## config.mk

```make
export PLATFORM = sky130hd
export DESIGN_NAME = ex_muldiv
export DESIGN_NICKNAME = d
export VERILOG_FILES = /design/src/rtl/ex_muldiv.sv
export SDC_FILE = /design/constraint.sdc
export NUM_CORES = 1
export LEC_CHECK = 0
export BUFFER_PORTS_ARGS = -buffer_cell sky130_fd_sc_hd__clkbuf_2
export CORE_MARGIN = 2
export CORE_UTILIZATION = 30
export DETAILED_ROUTE_END_ITERATION = 10
export GPL_TIMING_DRIVEN = 0
export MAX_ROUTING_LAYER = met4
export PLACE_DENSITY = 0.44
export SLEW_MARGIN = 40
export SYNTH_ARGS = -nofsm -noshare
export SYNTH_HDL_FRONTEND = slang
export SYNTH_SLANG_ARGS = --single-unit
```

## constraint.sdc

```tcl
create_clock -name clk -period 8.3 [get_ports clk]
set_input_delay 0.415 -clock clk [delete_from_list [all_inputs] [get_ports clk]]
set_output_delay 0.415 -clock clk [all_outputs]
set_load 0.02 [all_outputs]
```

## src/rtl/ex_muldiv.sv

```systemverilog
// ex_muldiv -- iterative 32-bit multiply/divide unit for the EX stage.
//
// Runs UMUL/SMUL (shift-add into a 64-bit accumulator) and UDIV/SDIV
// (restoring division) one bit per cycle over 32 CALC cycles, then a FIX
// cycle applies the sign correction and writes result/y. Owns the Y
// register, which also accepts WRY writes while idle.
//
// Build option: define MULDIV_DIV_EN to include the divider. Without it,
// UDIV/SDIV finish in one FIX cycle and pulse unimp with result=0.
//
// Ports:
//   clk, rst_n        clock, asynchronous active-low reset
//   start, op[1:0]    launch request and opcode (00 UMUL, 01 SMUL,
//                     10 UDIV, 11 SDIV), sampled while busy=0
//   a[31:0], n[31:0]  rs1 value and second operand
//   flush             synchronous abort back to IDLE, no done
//   y_we, y_wdata     WRY write into Y, honoured only while idle
//   busy              operation in flight (pipeline stall)
//   done              one-cycle pulse, result and y valid
//   result[31:0]      low product word or quotient
//   y[31:0]           Y register: high product word or remainder
//   div_zero          pulses with done when a divide had n==0
//   unimp             pulses with done when the op is not built in
module ex_muldiv (
  input  logic        clk,
  input  logic        rst_n,
  input  logic        start,
  input  logic [1:0]  op,
  input  logic [31:0] a,
  input  logic [31:0] n,
  input  logic        flush,
  input  logic        y_we,
  input  logic [31:0] y_wdata,
  output logic        busy,
  output logic        done,
  output logic [31:0] result,
  output logic [31:0] y,
  output logic        div_zero,
  output logic        unimp
);

  typedef enum logic [1:0] {IDLE = 2'd0, CALC = 2'd1, FIX = 2'd2} state_t;

  state_t      state, state_nxt;
  logic [4:0]  cnt;
  logic [63:0] acc;       // {high/remainder, low/quotient} working register
  logic [31:0] opnd;      // multiplicand or divisor magnitude
  logic        neg_lo;    // product / quotient must be negated in FIX
  logic        is_div, a_neg, n_neg, short_op;
  logic [31:0] a_mag, n_mag;
  logic [32:0] mul_sum;
  logic [63:0] acc_step, prod_fix;
  logic [31:0] fix_result, fix_y;
`ifdef MULDIV_DIV_EN
  logic        is_div_q, neg_hi, dz_q;
  logic [32:0] div_part;
  logic        div_ge;
  logic [31:0] div_rem;
`else
  logic        unimp_q;
`endif

  assign is_div = op[1];
  assign a_neg  = op[0] & a[31];
  assign n_neg  = op[0] & n[31];
  assign a_mag  = a_neg ? -a : a;
  assign n_mag  = n_neg ? -n : n;
  assign busy   = (state != IDLE);

  // Ops that skip CALC and go straight to FIX.
`ifdef MULDIV_DIV_EN
  assign short_op = is_div & (n == 32'd0);
`else
  assign short_op = is_div;
`endif

  always_comb begin
    // NOTE: every variable gets a default before any branch, so no path
    // leaves it unassigned and no latch is inferred.
    state_nxt = state;
    case (state)
      IDLE:    if (start) state_nxt = short_op ? FIX : CALC;
      CALC:    if (cnt == 5'd31) state_nxt = FIX;
      FIX:     state_nxt = IDLE;
      default: state_nxt = IDLE;
    endcase
    if (flush) state_nxt = IDLE;
  end

  // One iteration. Multiply: add multiplicand into the high half when the
  // current multiplier bit (acc[0]) is set, then shift right with carry.
  // Divide: shift the remainder:dividend pair left, trial-subtract the
  // divisor, and shift in the quotient bit.
  always_comb begin
    mul_sum  = {1'b0, acc[63:32]} + {1'b0, (acc[0] ? opnd : 32'd0)};
    acc_step = {mul_sum, acc[31:1]};
`ifdef MULDIV_DIV_EN
    div_part = acc[63:31];
    div_ge   = (div_part >= {1'b0, opnd});
    // When div_ge, the true difference is below opnd, so 32 bits hold it.
    div_rem  = div_ge ? (div_part[31:0] - opnd) : div_part[31:0];
    if (is_div_q) acc_step = {div_rem, acc[30:0], div_ge};
`endif
  end

  // Sign correction: multiply negates the full 64-bit product; divide
  // negates quotient and remainder independently.
  always_comb begin
    prod_fix   = neg_lo ? (~acc + 64'd1) : acc;
    fix_result = prod_fix[31:0];
    fix_y      = prod_fix[63:32];
`ifdef MULDIV_DIV_EN
    if (is_div_q) begin
      fix_result = neg_lo ? -acc[31:0]  : acc[31:0];
      fix_y      = neg_hi ? -acc[63:32] : acc[63:32];
    end
`endif
  end

  always_ff @(posedge clk or negedge rst_n) begin
    if (!rst_n) begin
      // NOTE: datapath registers are reset along with control so result/y
      // and the accumulator read as defined values straight out of reset.
      state    <= IDLE;
      cnt      <= '0;
      acc      <= '0;
      opnd     <= '0;
      neg_lo   <= 1'b0;
      result   <= '0;
      y        <= '0;
      done     <= 1'b0;
      div_zero <= 1'b0;
      unimp    <= 1'b0;
`ifdef MULDIV_DIV_EN
      is_div_q <= 1'b0;
      neg_hi   <= 1'b0;
      dz_q     <= 1'b0;
`else
      unimp_q  <= 1'b0;
`endif
    end else begin
      // NOTE: non-blocking assignments throughout, so every register samples
      // pre-edge values regardless of statement order.
      state    <= state_nxt;
      done     <= 1'b0;
      div_zero <= 1'b0;
      unimp    <= 1'b0;
      if (state == IDLE && y_we) y <= y_wdata;
      if (flush) begin
        cnt <= '0;
      end else begin
        case (state)
          IDLE: if (start) begin
            cnt    <= '0;
            neg_lo <= a_neg ^ n_neg;
            if (is_div) begin
              acc  <= {32'd0, a_mag};
              opnd <= n_mag;
            end else begin
              acc  <= {32'd0, n_mag};
              opnd <= a_mag;
            end
`ifdef MULDIV_DIV_EN
            is_div_q <= is_div;
            neg_hi   <= a_neg;
            dz_q     <= short_op;
            // Divide by zero returns the raw dividend in y.
            if (short_op) acc <= {32'd0, a};
`else
            unimp_q  <= short_op;
`endif
          end
          CALC: begin
            acc <= acc_step;
            cnt <= cnt + 5'd1;
          end
          FIX: begin
            done <= 1'b1;
`ifdef MULDIV_DIV_EN
            if (dz_q) begin
              result   <= '1;
              y        <= acc[31:0];
              div_zero <= 1'b1;
            end else begin
              result <= fix_result;
              y      <= fix_y;
            end
`else
            if (unimp_q) begin
              result <= '0;
              unimp  <= 1'b1;
            end else begin
              result <= fix_result;
              y      <= fix_y;
            end
`endif
          end
          default: ;
        endcase
      end
    end
  end

endmodule

```

==> run metrics <==
gate family responsible for the most delay along the worst path=compound AO/OA/AOI/OAI gates; pin slew with the least headroom to its limit=0.7768 ns; sequential fraction of the synthesis area=34.29%; DRT Pass-1 Iters=5; library cell with the highest instance count after synthesis=sky130_fd_sc_hd__nand2_1; crit path cell chain=clkbuf_1, clkbuf_1, nand2_1, inv_1, ha_1, a21oi_1, o211ai_1, a31oi_1, o221ai_1, a41oi_1, mux2i_1, nand3_1; Post-Synthesis Net Count=1663; register clock-pin slew on the reported worst setup and hold paths=0.07 ns; number of buffer and inverter stages on the critical path=3; total design power=3.160 mW; Hold Path Class=input port to register; final worst-path cycle share=48.15%; average wire length per cell after detail routing=20.82 µm; class of the most critical setup path=register to register; switching part of the total power=42.56%; Final Setup Violations=0; Yosys warning total=0; top cells by count, synth=sky130_fd_sc_hd__nand2_1 (192), sky130_fd_sc_hd__dfrtp_1 (171), sky130_fd_sc_hd__o21ai_0 (138); kind of start point of the critical path=register; Worst EP required=8.65 ns; summed instance area of the synthesized netlist=12480 µm²; area enclosed by the die boundary=43250 µm²; via count of the first global-routing pass=11670; main flop type after synthesis=sky130_fd_sc_hd__dfrtp_1; remaining number of nets flagged by the antenna check after routing=0; global-route wire length before repair=72180 µm; Maximum Capacitance Violations=0; total placed cells including tap cells=2225; Inserted Clock Buffers=17; leakage power summed over all cells=6.304 nW; CP max FO=10; setup repair after global routing missed its margin=no; Cell variety after synth=77; CP Data Arrival Time=4.34 ns; cell internal power dissipation=1.815 mW; minimum period implied by the final worst setup slack=3.996 ns; overflow left after global routing=0; Tot GR Track Use=22.33%; slowest CP cell=sky130_fd_sc_hd__a41oi_1; result of the run=finished, final reports clean; antenna cell count=0; die outline height=208.0 µm; Synth area leader=sky130_fd_sc_hd__dfrtp_1; area of the placeable core=40920 µm²; largest cells by area after synthesis=sky130_fd_sc_hd__dfrtp_1 (34%), sky130_fd_sc_hd__xor2_1 (6.7%), sky130_fd_sc_hd__nand2_1 (5.8%); aggregate negative setup slack=0 ns; CTS Root Cell=sky130_fd_sc_hd__clkbuf_16; cell count after synthesis=1522; Final GP Congestion=0.9227; remaining routing DRC violations=0; via count=12020; maximum number of pins on one net before global-route repair=64; growth of design area from synthesis to finish=17.46%; Relative slew margins=48.22%; HPWL after detailed placement=37820 µm; number of antenna violations at the first check in global routing=1; post-layout net count=1854; Sinks on Clock Net=171; most frequent CP cell=sky130_fd_sc_hd__clkbuf_1; number of synthesized flops with an enable pin=0; Finished Layout Cells=2258; final worst clock skew=0.01233 ns; proportion of netlist area held by the largest area contributor=34.29%; CTS tree=yes; power density relative to cell area=215.6 nW/µm²; maximum cell stage delay along the critical path=0.65 ns; port bufs=168; count of fill cells added during filler insertion=4415; share of final-layout standard cells stronger than drive strength 1=14.72%; clock latency at the later pin of the worst-skew pair=0.47 ns; DRC marker count from the first detailed-route iteration=794; maximum VDD drop=0.1148 mV; syn_area_per_cell=8.200 µm²; Pins Over Slew Limit=0; Routed WL=47000 µm; CP endpoint kind=register; initial cell density of the core=30.50%; relative contribution of sequential cells to total power=38.2%; share of power burned in the clock network=25.4%; CTS max path bufs=2; width of the die=208.0 µm; H-tree level count=4; I/O pins=171; hold violation count in the final report=0; # resized after CTS=0; Post-Route Utilization=35.82%; switching pwr=1.345 mW; logic gate share of total power=36.5%; Row Count=74; async set or reset register ratio after synthesis=100.0%; max frequency=0.2502 GHz; detailed-route vias per instance=5.325; register bit count reported by yosys=171
path summary, 6_finish.rpt:
check | from | cells after the start | endpoint | slack (ns)
setup / recovery | acc[0] | 12 | acc[60] | 4.30
hold / removal | y_wdata[20] | 3 | y[20] | 0.23
setup reg to reg | acc[0] | 12 | acc[60] | 4.30
hold reg to reg | opnd[10] | 2 | opnd[10] | 0.48
max in group asynchronous | rst_n | 3 | opnd[23] | 7.10
min in group asynchronous | rst_n | 2 | acc[4] | 0.47
stage by stage:
step,instance area [µm²],setup WS (ns),hold WS (ns)
after floorplan,12480,5.365,0.1194
after global placement,13990,3.319,0.4633
after detailed placement,14090,4.273,0.4219
after CTS,14650,4.252,0.2075
after global routing,14660,3.943,0.2198
final,14660,4.304,0.2251
worst reg2reg max path: stages (launching register included):
cell and delay, ns:
sky130_fd_sc_hd__dfrtp_1 0.32, sky130_fd_sc_hd__clkbuf_1 0.42, sky130_fd_sc_hd__clkbuf_1 0.41, sky130_fd_sc_hd__nand2_1 0.18, sky130_fd_sc_hd__inv_1 0.09, sky130_fd_sc_hd__ha_1 0.23, sky130_fd_sc_hd__a21oi_1 0.20, sky130_fd_sc_hd__o211ai_1 0.19
sky130_fd_sc_hd__a31oi_1 0.49, sky130_fd_sc_hd__o221ai_1 0.34, sky130_fd_sc_hd__a41oi_1 0.65, sky130_fd_sc_hd__mux2i_1 0.26, sky130_fd_sc_hd__nand3_1 0.09
power groups by stage:
stage	clock, mW	sequential (mW)	combinational, mW
floorplan	0	1.26	0.648
global placement	0	1.22	1.14
detailed placement	0	1.22	1.15
CTS	0.819	1.20	1.16
global route	0.859	1.23	1.27
finish	0.802	1.21	1.15
placed cells by master (no fill, tap or decap), types with 36 or more instances in the layout:
master,instances
sky130_fd_sc_hd__a21oi_1,125
sky130_fd_sc_hd__xnor2_1,46
sky130_fd_sc_hd__xor2_1,95
sky130_fd_sc_hd__nor2_1,112
sky130_fd_sc_hd__o21ai_0,138
sky130_fd_sc_hd__a211oi_1,43
sky130_fd_sc_hd__dfrtp_1,171
sky130_fd_sc_hd__o31ai_1,36
sky130_fd_sc_hd__clkbuf_1,87
sky130_fd_sc_hd__clkbuf_2,168
sky130_fd_sc_hd__ha_1,37
sky130_fd_sc_hd__nand2_1,192
sky130_fd_sc_hd__nor3_1,36
per-layer routing:
layer	GRT usage (%)	share of wire [%]
met2	33.36	44
met1	31.88	50
met4	5.356	1.8
met5	-	0
met3	3.034	4.2
state kept, by name, indices dropped and copies added (netlist names):
register and cells:
acc 64, cnt 5, done 1, neg_lo 1, opnd 32, result 32
state 2, unimp 1, unimp_q 1, y 32
logic make-up (layout without fill, tap and decap cells):
| kind of cell | count (synthesis) | count (layout) | synth area share (%) |
|---|---|---|---|
| other cells | 1 | 1 | 0.03005 |
| flops | 171 | 171 | 34.29 |
| xor+xnor | 141 | 141 | 9.895 |
| compound gates | 465 | 465 | 23.58 |
| mux | 21 | 21 | 1.744 |
| fa+ha+maj | 38 | 38 | 3.870 |
| buf+inv | 129 | 333 | 4.371 |
| simple gates | 556 | 556 | 22.23 |
final cells by class:
class	count	area, µm²	area share [%]
buffer	101	441.7	3.013
tap	532	665.6	4.540
clock inverter	14	128.9	0.8791
multi-input combinational	1222	7686	52.43
inverter	28	105.1	0.7169
clock buffer	18	429.2	2.927
sequential	171	4279	29.19
timing repair buffer	172	924.6	6.307
timing repair:
action	CTS	global route
hold endpoints to repair	51	0
hold buffers	1	0
setup buffers	0	0
(Power assumes the default switching activity.)
